[src/rtl/msg_write_loader_if.sv]
// Byte-stream handshake between the host and msg_write_loader.
// A byte transfers on a rising clock edge when in_valid && in_ready are both high;
// in_last marks the final byte of a message and is meaningful only on a transfer.
interface msg_write_loader_if #(
    parameter int DW = 8
);
    logic          in_valid;
    logic          in_ready;
    logic [DW-1:0] in_data;
    logic          in_last;

    // Host side drives the byte, loader side answers with ready.
    modport master (output in_valid, output in_data, output in_last, input in_ready);
    modport slave  (input in_valid, input in_data, input in_last, output in_ready);
endinterface

[src/rtl/msg_write_loader.sv]
// msg_write_loader: writes an incoming byte stream into the message buffer at
// incrementing addresses, then presents msg_length/start to the reader and holds
// until read_complete, after which it re-arms for the next message.
// Messages longer than MAX_MESSAGE_LENGTH are truncated; the remaining bytes stall
// and begin the next message.
// Optional feature macro: OVERFLOW_FLAG_EN (sticky overflow flag on truncation);
// when undefined, overflow is tied low.
module msg_write_loader #(
    parameter  int MAX_MESSAGE_LENGTH = 55,
    parameter  int DATA_WIDTH         = 8,
    localparam int AW                 = $clog2(MAX_MESSAGE_LENGTH) + 1
) (
    input  logic                  clock,
    input  logic                  reset,
    msg_write_loader_if.slave     in_bus,
    output logic                  mem_we,
    output logic [AW-1:0]         mem_addr,
    output logic [DATA_WIDTH-1:0] mem_wdata,
    output logic [AW-1:0]         msg_length,
    output logic                  start,
    input  logic                  read_complete,
    output logic                  rd_clear,
    output logic                  done,
    output logic                  overflow,
    output logic [1:0]            fsm_state
);
    localparam logic [1:0] IDLE  = 2'd0;
    localparam logic [1:0] LOAD  = 2'd1;
    localparam logic [1:0] FLUSH = 2'd2;
    localparam logic [1:0] HOLD  = 2'd3;

    localparam logic [AW-1:0] ONE     = AW'(1);
    localparam logic [AW-1:0] MAX_CNT = AW'(MAX_MESSAGE_LENGTH);

    logic [1:0]    state;
    logic [AW-1:0] wr_cnt;
    logic [AW-1:0] wr_addr;
    logic [AW-1:0] next_cnt;
    logic          ready;
    logic          accept;

    // Ready depends on state (and reset) only, never on in_valid.
    assign ready           = !reset && (state == IDLE || state == LOAD);
    assign in_bus.in_ready = ready;
    assign accept          = in_bus.in_valid && ready;
    assign fsm_state       = state;

    // First byte of a message always lands at address 0.
    assign wr_addr  = (state == IDLE) ? '0 : wr_cnt;
    assign next_cnt = wr_addr + ONE;

    // Main FSM plus registered buffer write port and reader handshake.
    always_ff @(posedge clock) begin
        if (reset) begin
            state      <= IDLE;
            wr_cnt     <= '0;
            msg_length <= '0;
            start      <= 1'b0;
            done       <= 1'b0;
            rd_clear   <= 1'b0;
            mem_we     <= 1'b0;
            mem_addr   <= '0;
            mem_wdata  <= '0;
        end else begin
            mem_we   <= 1'b0;
            done     <= 1'b0;
            rd_clear <= 1'b0;
            case (state)
                IDLE, LOAD: begin
                    if (accept) begin
                        mem_we     <= 1'b1;
                        mem_addr   <= wr_addr;
                        mem_wdata  <= in_bus.in_data;
                        wr_cnt     <= next_cnt;
                        msg_length <= next_cnt;
                        // Buffer full forces the message closed even without in_last.
                        if (in_bus.in_last || next_cnt == MAX_CNT) begin
                            state <= FLUSH;
                        end else begin
                            state <= LOAD;
                        end
                    end
                end
                FLUSH: begin
                    // Last write has landed; the reader may start now.
                    state <= HOLD;
                    start <= 1'b1;
                end
                HOLD: begin
                    if (read_complete) begin
                        state    <= IDLE;
                        start    <= 1'b0;
                        done     <= 1'b1;
                        rd_clear <= 1'b1;
                        wr_cnt   <= '0;
                    end
                end
                default: begin
                    state <= IDLE;
                end
            endcase
        end
    end

`ifdef OVERFLOW_FLAG_EN
    logic overflow_q;
    logic trunc_hit;

    assign trunc_hit = accept && !in_bus.in_last && next_cnt == MAX_CNT;
    assign overflow  = overflow_q;

    // Sticky truncation flag, cleared when the next message begins.
    always_ff @(posedge clock) begin
        if (reset) begin
            overflow_q <= 1'b0;
        end else if (trunc_hit) begin
            overflow_q <= 1'b1;
        end else if (accept && state == IDLE) begin
            overflow_q <= 1'b0;
        end
    end
`else
    assign overflow = 1'b0;
`endif

endmodule

[src/flat_wrapper.sv]
// flat-port wrapper written by rule: the top's interface ports become plain ports
module msg_write_loader_flat 
#(
    parameter  int MAX_MESSAGE_LENGTH = 55,
    parameter  int DATA_WIDTH         = 8,
    localparam int AW                 = $clog2(MAX_MESSAGE_LENGTH) + 1
)
  (clock, reset, mem_we, mem_addr, mem_wdata, msg_length, start, read_complete, rd_clear, done, overflow, fsm_state, in_bus_in_valid, in_bus_in_data, in_bus_in_last, in_bus_in_ready);
  msg_write_loader_if #(.DW((8))) in_bus_i ();
  input  logic clock;
  input  logic reset;
  output logic mem_we;
  output logic [AW-1:0] mem_addr;
  output logic [DATA_WIDTH-1:0] mem_wdata;
  output logic [AW-1:0] msg_length;
  output logic start;
  input  logic read_complete;
  output logic rd_clear;
  output logic done;
  output logic overflow;
  output logic [1:0] fsm_state;
  input wire logic [$bits(in_bus_i.in_valid)-1:0] in_bus_in_valid;
  input wire logic [$bits(in_bus_i.in_data)-1:0] in_bus_in_data;
  input wire logic [$bits(in_bus_i.in_last)-1:0] in_bus_in_last;
  output wire logic [$bits(in_bus_i.in_ready)-1:0] in_bus_in_ready;
  assign in_bus_i.in_valid = in_bus_in_valid;
  assign in_bus_i.in_data = in_bus_in_data;
  assign in_bus_i.in_last = in_bus_in_last;
  assign in_bus_in_ready = in_bus_i.in_ready;
  msg_write_loader #(.MAX_MESSAGE_LENGTH(MAX_MESSAGE_LENGTH), .DATA_WIDTH(DATA_WIDTH)) u_core (.clock(clock), .reset(reset), .in_bus(in_bus_i), .mem_we(mem_we), .mem_addr(mem_addr), .mem_wdata(mem_wdata), .msg_length(msg_length), .start(start), .read_complete(read_complete), .rd_clear(rd_clear), .done(done), .overflow(overflow), .fsm_state(fsm_state));
endmodule
[config.mk]
export PLATFORM = sky130hd
export DESIGN_NAME = msg_write_loader_flat
export DESIGN_NICKNAME = d
export VERILOG_FILES = /design/src/rtl/msg_write_loader_if.sv /design/src/rtl/msg_write_loader.sv /design/src/flat_wrapper.sv
export SDC_FILE = /design/constraint.sdc
export NUM_CORES = 1
export LEC_CHECK = 0
export BUFFER_PORTS_ARGS = -buffer_cell sky130_fd_sc_hd__buf_4
export CORE_ASPECT_RATIO = 0.7
export CORE_MARGIN = 2
export CORE_UTILIZATION = 54
export DETAILED_ROUTE_END_ITERATION = 8
export PLACE_DENSITY_LB_ADDON = 0.25
export SYNTH_ARGS = -nofsm -noshare
export SYNTH_HDL_FRONTEND = slang
export SYNTH_SLANG_ARGS = --single-unit
[constraint.sdc]
create_clock -name clock -period 4.15 [get_ports clock]
set_input_delay 0.2075 -clock clock [delete_from_list [all_inputs] [get_ports clock]]
set_output_delay 0.2075 -clock clock [all_outputs]
set_load 0.02 [all_outputs]
== Yosys cells after proc, flatten, opt, wreduce, memory -nomap -nowiden ==
Cells that the tools add are included.

* Word-level logic and storage cells: 44
* Register bits after elaboration: 34

* Eq/ne operators: 6
* Muxes and demuxes: 12
* Reduce and logical (&&, ||, !) cells: 15
* Bitwise logic cells: 2
* Add/sub/neg operators: 1

{| class="wikitable"
|+ Operators by type and width
! operator !! number
|-
| $mux 7 || 3
|-
| $pmux 7 s2 || 1
|-
| $add 7x1->7 const B || 1
|-
| $eq 7x6->1 const B || 1
|-
| $mux 2 || 3
|-
| $pmux 2 s3 || 1
|-
| $reduce_and 2->1 || 3
|-
| $reduce_or 2->1 || 3
|-
| $eq 2x2->1 const B || 2
|-
| $reduce_bool 2->1 || 2
|-
| $mux 1 || 3
|-
| $reduce_and 3->1 || 1
|-
| $eq 2x1->1 const B || 1
|-
| $logic_and 1x1->1 || 2
|-
| $logic_not 2->1 || 1
|-
| $logic_or 1x1->1 || 2
|-
| $ne 2x1->1 const B || 1
|-
| $ne 2x2->1 const B || 1
|-
| $not 1->1 || 2
|-
| $pmux 1 s2 || 1
|-
| $logic_not 1->1 || 1
|}

== Logic depth before layout (Yosys ltp) ==
* Depth after elaboration: 8
* Mapped depth: 10

== Worst setup path before layout ==
Ideal clock, no wire load.

* Kind: flip-flop to flip-flop
* From: register u_core.state[0], in the netlist u_core.fsm_state[0]
* To: register u_core.state[1], in the netlist u_core.fsm_state[1]
* Stages on the path, launching flop included: 10
* Data arrival time: 1,861 ps
* Library setup time: 129 ps
* Setup slack: 2,161 ps
* Period minus slack after synthesis: 1,989 ps
* Buffers on the path: 1
* Path through: dfxtp_1 -> or2_4 -> and2_1 -> ha_1 -> buf_4 -> and3_1 -> mux2i_1 -> o21ai_0 -> a221oi_2 -> nor3_1

* Longest elaborated chain between the ends: 8
* Elaborated cells on any way between the ends: 18

{| class="wikitable"
|+ RTL lines
! element !! line !! text
|-
| from (decl) || msg_write_loader.sv:35 || <nowiki>logic [1:0] state;</nowiki>
|-
| from (signal assigned) || msg_write_loader.sv:55 || <nowiki>state <= IDLE;</nowiki>
|-
| from (signal assigned) || msg_write_loader.sv:78 || <nowiki>state <= FLUSH;</nowiki>
|-
| from (signal assigned) || msg_write_loader.sv:80 || <nowiki>state <= LOAD;</nowiki>
|-
| $logic_not 2->1 || msg_write_loader.sv:49 || <nowiki>assign wr_addr = (state == IDLE) ? '0 : wr_cnt;</nowiki>
|-
| $mux 7 || msg_write_loader.sv:49 ||
|-
| net u_core.wr_addr[1] || msg_write_loader.sv:37 || <nowiki>logic [AW-1:0] wr_addr;</nowiki>
|-
| $add 7x1->7 || msg_write_loader.sv:50 || <nowiki>assign next_cnt = wr_addr + ONE;</nowiki>
|-
| $eq 7x6->1 || msg_write_loader.sv:77 || <nowiki>if (in_bus.in_last || next_cnt == MAX_CNT) begin</nowiki>
|-
| $logic_or 1x1->1 || msg_write_loader.sv:77 ||
|-
| $mux 2 || msg_write_loader.sv:77 ||
|-
| $mux 2 || msg_write_loader.sv:70 || <nowiki>if (accept) begin</nowiki>
|-
| $pmux 2 s3 || msg_write_loader.sv:68 || <nowiki>case (state)</nowiki>
|}

The timed path passes the listed nets, and every way through them passes these cells. The select of a mux whose other input is x is not followed.
A chain may end at the register's enable or synchronous reset.

== Worst setup path in the final report ==
* From: register u_core.state[1], in the netlist u_core.fsm_state[1]
* To: register u_core.state[0], in the netlist u_core.fsm_state[0]

Same word-level chain as after synthesis.

==> results.yml <==
placement:
  io_buffers: 41
  dp_cells: 243
  dpl.hpwl_um: 2240
  gp_congestion: 0.858
yosys:
  synthDistinctLibCells: 35
  yosysMostFrequentCell: "dfxtp_1"
  syn-num-nets: 197
  synth_top_area_frac: 0.463
  synthCells: 182
  netlist_top_cells_count: "34 x dfxtp_1, 33 x nand2_1, 23 x a21oi_1, 23 x nor2_1"
  synthFlopType: "dfxtp_1"
  avgSynthCellArea_um2: 8.07
  yosysSeqAreaShare: 0.463
  synthArstFlopShare: 0
  ys_warn_count: 0
  synth-seq-cells: 34
  synth_edf_count: 0
  syn_area_um2: 1470
  yosysTopAreaCell: "dfxtp_1"
  synth_area_leaders: "dfxtp_1 46%, nand2_1 8.4%, a21oi_1 7.8%"
grt:
  grt_pass1_wl_um: 4970
  grt_use_total: 0.211
  grt_max_degree: 37
  grt_pass1_vias: 1113
  overflow: 0
  antenna_found_initial: 0
clock_tree:
  cts_num_sinks: 34
  path_clk_slew_ns: 0.07
  numCtsBuffers: 5
  insertion_delay_ns: 0.27
  hold_buffers: 0
  cts_max_level: 2
  cts_tree: "built"
  cts_resized: 0
  post_cts_buffers: 0
  cts_root_buf: "clkbuf_8"
  clock_path_buffers: 2
drt:
  via_count: 1322
  drtAntennaViolNets: 0
  drt_iter0_drc: 69
  drcViolationCount: 0
  routed_wl_um: 3160
  avgRoutedWirePerCell_um: 12.6
  first_pass_iters: 4
  via_per_inst: 5.27
critical_path:
  critPathMaxStageDelay_ns: 0.58
  cp_num_buf_inv: 0
  cp-start-kind: "flop"
  critPathTopFamily: "compound AO/OA/AOI/OAI gates"
  slowest_stage: "dfxtp_1"
  cp.arrival_ns: 2.48
  worstPathCellList: "or2_4, and2_1, ha_1, and3_1, mux2i_1, o21ai_0, a21oi_1, o2bb2ai_1"
  path_class: "flop to flop"
  cp.required_ns: 4.30
  cp_max_fo: 14
  crit_start: "u_core.fsm_state[1]"
  rr_startpoint: "u_core.fsm_state[1]"
  cp-end-kind: "flop"
sta:
  worst_pin_slew_ns: 0.907
  slew_viol_final: 0
  relSlewSlack: 0.395
  max_freq_ghz: 0.429
  finalSetupTns_ns: 0
  skew_ns: 0.00189
  setup_viol: 0
  rsz0062_at_grt: "false"
  finalHoldViolCount: 0
  period_share: 0.562
  finalCriticalPeriod_ns: 2.33
final_layout:
  antenna_cells: 0
  drive_above_1_share: 0.249
  syn_to_final_growth_pct: 25.3
  nets: 231
  fin_cells: 251
die:
  initial_core_util: 0.584
  die_h_um: 47.6
  die_area_um2: 3160
  ioPinCount: 43
  die_x_um: 66.3
  core_area_um2: 2510
  rows: 15
power_and_ir_drop:
  leakagePower_uw: 0.000796
  p_sw_frac: 0.254
  clkPwrFrac: 0.362
  power_frac_seq: 0.512
  vdd_ir_drop_max_uv: 249
  powerDensity_nw_per_um2: 369
  internal_power_uw: 506
  switchingPower_uw: 173
  pwr-share-comb: 0.125
run_status:
  status: "finished clean"
worst_hold_path:
  hp-class: "input port to flop"
  hp-start: "in_bus_in_data[4]"
run:
  maxCapViolCount: 0
==> area by class of cell <==
class / instances / area [µm²]
multi-input combinational: 132 / 707
inverter: 1 / 3.75
timing repair buffer: 42 / 315
fill: 204 / 674
tap: 34 / 42.5
sequential: 34 / 681
clock inverter: 1 / 5.00
clock buffer: 7 / 86.3
==> power by group through the flow <==
stage | clock, µW | sequential, µW | combinational (µW)
after global routing | 263 | 349 | 93.3
after CTS | 248 | 347 | 85.4
after detailed placement | 0 | 355 | 85.1
after floorplan | 0 | 364 | 44.0
final | 246 | 348 | 85.0
after global placement | 0 | 354 | 83.2
==> tightest hold or removal path: stages <==
cell and delay (ns):
buf_4 0.11, nand2_1 0.04, a21oi_1 0.05
==> sequential cells by signal, summed over array words and instances (netlist names) <==
name	cells
u_core.fsm_state	2
u_core.mem_addr	7
u_core.mem_wdata	8
u_core.mem_we	1
u_core.msg_length	7
u_core.rd_clear	1
u_core.start	1
u_core.wr_cnt	7
==> worst paths after layout <==
check | to | slack [ns] | cells past startpoint
max | u_core.fsm_state[0] | 1.82 | 8
min | u_core.mem_wdata[4] | 0.18 | 3
max reg2reg | u_core.fsm_state[0] | 1.82 | 8
min reg2reg | u_core.mem_wdata[4] | 0.46 | 2
==> cells in the final DEF (no fill, tap or decap) <==
| cell type | Yosys | final |
|---|---|---|
| a32oi_1 | 1 | 1 |
| o21ai_1 | 2 | 2 |
| xnor2_1 | 1 | 1 |
| nand2b_1 | 1 | 1 |
| a22oi_1 | 7 | 7 |
| and3_1 | 1 | 1 |
| mux2i_1 | 2 | 2 |
| nor4_1 | 1 | 1 |
| buf_4 | 4 | 42 |
| and3_2 | 1 | 1 |
| nor2_1 | 23 | 23 |
| xor2_1 | 4 | 4 |
| or3_1 | 1 | 1 |
| o21ai_0 | 7 | 7 |
| inv_1 | 1 | 1 |
| ha_1 | 2 | 2 |
| conb_1 | 1 | 1 |
| dfxtp_1 | 34 | 34 |
| a211oi_1 | 1 | 1 |
| nand3_1 | 3 | 3 |
| nand3b_1 | 1 | 1 |
| nor2b_1 | 4 | 4 |
| a31oi_1 | 1 | 1 |
| a221oi_2 | 1 | 1 |
| clkbuf_1 | 6 | 1 |
| nor3_1 | 2 | 2 |
| a21oi_1 | 23 | 23 |
| nand3_2 | 1 | 1 |
| o21bai_1 | 1 | 1 |
| clkbuf_8 | 0 | 6 |
| nor3_2 | 1 | 1 |
| o2bb2ai_1 | 1 | 1 |
| or2_4 | 1 | 1 |
| clkinv_2 | 0 | 1 |
| and2_1 | 3 | 3 |
| nand2_1 | 33 | 33 |
==> metrics by stage <==
step	instance area, µm²	utilization	worst slack, ns	hold slack (ns)	power [µW]
floorplan	1470	-	2.16	0.344	408
detailed placement	1750	0.696	1.86	0.450	440
global placement	1750	0.696	2.00	0.442	437
finish	1840	0.732	1.82	0.179	678
CTS	1840	0.732	1.86	0.179	681
global route	1840	0.732	1.66	0.188	705
==> metal layers <==
layer / GRT usage / routed length (µm)
met5: 0 / 0
met1: 0.280 / 1420
met3: 0.0588 / 224
met4: 0.0612 / 10
met2: 0.346 / 1510
==> logic make-up after synthesis <==
group	Yosys count	share of synthesized area
other	1	0.00255
adder cells (fa/ha/maj)	2	0.0170
buffers and inverters	16	0.0554
XOR/XNOR	5	0.0298
multiplexers	2	0.0136
AND/OR/NAND/NOR	77	0.237
AO/OA/AOI/OAI	45	0.181
flip-flops	34	0.463
Power figures use the tool's default switching activity.
